--- config.mk ---
export PLATFORM = sky130hd
export DESIGN_NAME = pipo_register
export DESIGN_NICKNAME = d
export VERILOG_FILES = /design/src/rtl/pipo_register.sv
export SDC_FILE = /design/constraint.sdc
export NUM_CORES = 1
export LEC_CHECK = 0
export BUFFER_PORTS_ARGS = -buffer_cell sky130_fd_sc_hd__buf_2
export CORE_AREA = 2 2 39 41
export CTS_CLUSTER_SIZE = 30
export DETAILED_ROUTE_END_ITERATION = 12
export DIE_AREA = 0 0 41 43
export PLACE_DENSITY_LB_ADDON = 0.08
export SLEW_MARGIN = 20
export SYNTH_ARGS = -nofsm -noshare
export SYNTH_HDL_FRONTEND = slang
export SYNTH_HIERARCHICAL = 1
export SYNTH_SLANG_ARGS = --single-unit
--- constraint.sdc ---
create_clock -name clk -period 2.3 [get_ports clk]
set_clock_uncertainty 0.2 [all_clocks]
set_input_delay 0.23 -clock clk [delete_from_list [all_inputs] [get_ports clk]]
set_output_delay 0.23 -clock clk [all_outputs]
set_load 0.01 [all_outputs]
--- src/rtl/pipo_register.sv ---
// pipo_register: parallel-in parallel-out register built from one D flip-flop
// cell per bit. Synchronous active-high reset takes priority over load enable.
// Optional feature macro: PIPO_PARITY_EN adds a registered even-parity output
// q_par that tracks ^q in the same cycle as q.

// Per-bit storage cell: synchronous reset to its own reset bit, enable mux.
module pipo_dff_cell #(
    parameter logic RST_BIT = 1'b0
) (
    input  logic clk,
    input  logic rst,
    input  logic en,
    input  logic d,
    output logic q
);

    // Reset wins over load; with en low the cell holds its value.
    always_ff @(posedge clk) begin
        if (rst)
            q <= RST_BIT;
        else if (en)
            q <= d;
    end

endmodule

module pipo_register #(
    parameter int              WIDTH   = 4,
    parameter logic [WIDTH-1:0] RST_VAL = {WIDTH{1'b0}}
) (
    input  logic             clk,
    input  logic             rst,
    input  logic             en,
    input  logic [WIDTH-1:0] d,
    output logic [WIDTH-1:0] q
`ifdef PIPO_PARITY_EN
    ,
    output logic             q_par
`endif
);

    // One independent cell per bit; no path between neighbouring bits.
    for (genvar i = 0; i < WIDTH; i++) begin : g_bit
        pipo_dff_cell #(
            .RST_BIT (RST_VAL[i])
        ) u_cell (
            .clk (clk),
            .rst (rst),
            .en  (en),
            .d   (d[i]),
            .q   (q[i])
        );
    end

`ifdef PIPO_PARITY_EN
    // Parity is computed from the incoming word so it lands with q, not a cycle late.
    always_ff @(posedge clk) begin
        if (rst)
            q_par <= ^RST_VAL;
        else if (en)
            q_par <= ^d;
    end
`endif

endmodule

Yosys cells after proc, flatten, opt, wreduce, memory -nomap -nowiden
Index checks and enable logic that the tools add are counted.
{"block": "totals", "out_inout_bits": 4, "elab_cells": 4, "input_bits": 7, "reg_bits": 4}

Logic depth before layout (Yosys ltp)
{"block": "logic_depth", "ltp_word": 0, "mapped_depth": 2, "mapped_depth_nobuf": 2}

Cells and area by module
Netlist, hierarchy kept.
{"module": "pipo_dff_cell", "n_inst": 4, "seq_area_each_um2": 20.0, "area_each_um2": 33.8, "cells_per_inst": 3}

Worst setup path before layout
OpenSTA, ideal clock, no wires.
{"block": "synth_path", "path_kind": "register to register", "startpoint": "register g_bit[0].u_cell/q (netlist name)", "endpoint": "register g_bit[0].u_cell.q", "n_path_buf": 0, "required_time_ns": 1.986, "t_arrival_ns": 0.476, "period_less_slack_ns": 0.790, "path_stages_with_launch": 3, "setup_slack_ns": 1.510, "setup_time_ns": 0.114, "path_cell_list": "dfxtp_1 mux2i_1 nor2_1"}
{"item": "to (signal assigned)", "line_no": "20", "source": "q <= RST_BIT;"}
{"item": "to (signal assigned)", "line_no": "22", "source": "q <= d;"}
{"item": "to (decl)", "line_no": "14", "source": "output logic q"}

Final worst setup path
{"block": "layout_path", "startpoint": "register g_bit[1].u_cell.q", "endpoint": "output port q[1]"}
{"item": "from (decl)", "line_no": "14"}
{"item": "from (signal assigned)", "line_no": "20"}
{"item": "from (signal assigned)", "line_no": "22"}
{"item": "to (decl)", "line_no": "35", "source": "output logic [WIDTH-1:0] q"}
No word-level cell between the ends.

==> PnR_summary.wiki <==
{| class="wikitable"
! Metric !! Value
|-
| Run status || finished, final reports clean
|-
| RSZ-0062 raised after global routing || no
|-
| Vias/cell || 3.22
|-
| Overall die width || 41 um
|-
| Clk_lat worst skew || 230 ps
|-
| Post-cts gate resize count || 0
|-
| Minimum clock period after layout || 1110 ps
|-
| Routability congestion estimate from global placement || 0.575
|-
| Number of detailed-routing iterations run before antenna repair || 1
|-
| Port Buffers || 10
|-
| Most used cells in the layout excluding fill and tap cells || sky130_fd_sc_hd__buf_2, sky130_fd_sc_hd__mux2i_1, sky130_fd_sc_hd__nor2_1, sky130_fd_sc_hd__dfxtp_1, sky130_fd_sc_hd__clkbuf_4
|-
| Number of buffers added to fix hold violations after cts || 0
|-
| Yosys warning total || 6
|-
| Pwr/cell area || 798 mW/mm2
|-
| Overflow after GRT || 0
|-
| Clk sink count || 4
|-
| Final hold viol count || 0
|-
| Cell Rows || 14
|-
| Final number of setup-violating endpoints || 0
|-
| Starting density of the core || 9.76%
|-
| Largest register FFs || 4
|-
| Floorplan Core Area || 0.00138 mm2
|-
| Dpl cells || 38
|-
| Y dimension of the die || 43 um
|-
| Final critical-path share of the clock period || 48.2%
|-
| Clock tree from TritonCTS || done
|-
| DR iter-0 viols || 0
|-
| Root cell of the clock tree || sky130_fd_sc_hd__clkbuf_4
|-
| Maximum level of the CTS H-tree || 1
|-
| Reported max-cap violation count || 0
|-
| Endpoint class of the critical path || output pin
|-
| Delay of the slowest cell on the worst path || 310 ps
|-
| Total global routing track utilization || 5.22%
|-
| Critical Path Slowest Stage Cell || sky130_fd_sc_hd__dfxtp_1
|-
| Chain of cells forming the critical path || buf_2
|-
| Number of distinct library cells after synthesis || 3
|-
| Detailed-route via count || 132
|-
| Leakage dissipation || 0.000122 uW
|-
| Post-detailed-routing wire length || 349 um
|-
| Total power || 182 uW
|-
| Final Max Slew Viols || 0
|-
| Max-slew headroom at the worst pin || 90.6%
|-
| Critical Path AT || 680 ps
|-
| Post-route ant nets || 0
|-
| Buffer and inverter count on the worst path || 1
|-
| Fraction of layout cells with a size suffix above 1 || 52.0%
|-
| Class of the tightest hold or removal check || primary input to flip-flop
|-
| Pin count of the biggest net entering global routing || 5
|-
| Post-CTS setup buffer count || 0
|-
| P&R area growth vs syn || 68.5%
|-
| Number of global-route vias before repair || 128
|-
| Most flops, register || g_bit.u_cell/q
|-
| Top Family by Delay on Critical Path || flip-flops
|-
| Total of flip-flops plus latches after synthesis || 4
|-
| Final cell count without fillers || 41
|-
| Number of instances in the synthesized netlist || 12
|-
| Antenna violations before repair || 0
|-
| Mean instance size in the synthesized netlist || 11.3 um2
|-
| Synth Net Count || 19
|-
| Part of the Yosys area used for sequential elements || 59.3%
|-
| Final-layout setup total negative slack || 0 ps
|-
| Maximum clock frequency || 903 MHz
|-
| Num CTS Buffers || 3
|-
| Largest buffer count on any clock path || 2
|-
| Slew at the pin closest to its max-slew limit || 138 ps
|-
| Commonest non-fill, non-tap cell in the layout || sky130_fd_sc_hd__buf_2
|-
| Max Fanout on Critical Path || 2
|-
| Data required time of the critical path || 1870 ps
|-
| First-pass GRT wire length || 496 um
|-
| IR drop worst, VDD || 0.167 mV
|-
| Net count, final || 34
|-
| Top-Level Pins || 11
|-
| Antenna fix cells || 0
|-
| Die Footprint || 0.00176 mm2
|-
| Post-route DRC || 0
|-
| Worst setup path class || flip-flop to output pin
|-
| Post-Synthesis Cell Area || 135 um2
|-
| Sort of element at the start of the critical path || flip-flop
|-
| WL per Instance || 8.51 um
|-
| Largest registers || g_bit.u_cell/q (4)
|-
| Clock edge transition at the registers on the reported setup and hold paths || 40 ps
|}
## synth_stat cells
cell type / instances / share of area (%)
sky130_fd_sc_hd__dfxtp_1: 4 / 59
sky130_fd_sc_hd__mux2i_1: 4 / 30
sky130_fd_sc_hd__nor2_1: 4 / 11
## path summary, 6_finish.rpt
kind	start	endpoint	slack [ps]	depth (start not counted)
worst max register to register	g_bit[3].u_cell/q	g_bit[3].u_cell/q	1510	2
worst max-delay path	g_bit[1].u_cell/q	q[1]	1190	1
worst min-delay path	rst	g_bit[0].u_cell/q	5	2
worst min register to register	g_bit[0].u_cell/q	g_bit[0].u_cell/q	290	2
## cells by family (layout without fill, tap and decap cells)
kind of cell | count (synthesis) | count (layout) | share of synthesized area, %
buf+inv | 0 | 13 | 0
flops | 4 | 4 | 59.3
mux | 4 | 4 | 29.6
simple gates | 4 | 4 | 11.1
## layer usage
metal,wire [um],track usage [%],up-vias
li1,-,-,66
met1,127,3.54,57
met2,161,7.19,9
met3,60,7.85,0
met4,0,2.00,0
met5,0,0,-
## worst reg2reg max path, stage by stage, from the launching register on
cell and delay (ps):
sky130_fd_sc_hd__dfxtp_1 300, sky130_fd_sc_hd__mux2i_1 130, sky130_fd_sc_hd__nor2_1 50
## cell type report
| type | instances | area [um2] |
|---|---|---|
| Sequential cell | 4 | 80.1 |
| Clock buffer | 3 | 22.5 |
| Timing Repair Buffer | 10 | 50.0 |
| Tap cell | 16 | 20.0 |
| Multi-Input combinational cell | 8 | 55.1 |
| Fill cell | 161 | 1160 |
## per-stage QoR
step / hold WS, ps / setup slack (ps) / cell area [um2] / utilization (%)
floorplan: 102 / 1510 / 135 / -
global placement: 257 / 1350 / 205 / 14.8
detailed placement: 253 / 1330 / 205 / 14.8
CTS: 2.81 / 1180 / 228 / 16.5
global route: 11.8 / 1160 / 228 / 16.5
finish: 4.96 / 1190 / 228 / 16.5
## power breakdown
group	switching, uW	leakage [uW]	internal [uW]
combinational	9.33	0.0000747	10.3
sequential	1.66	0.0000330	73.9
clock	28.1	0.0000138	58.3
Power figures use the tool's default switching activity.
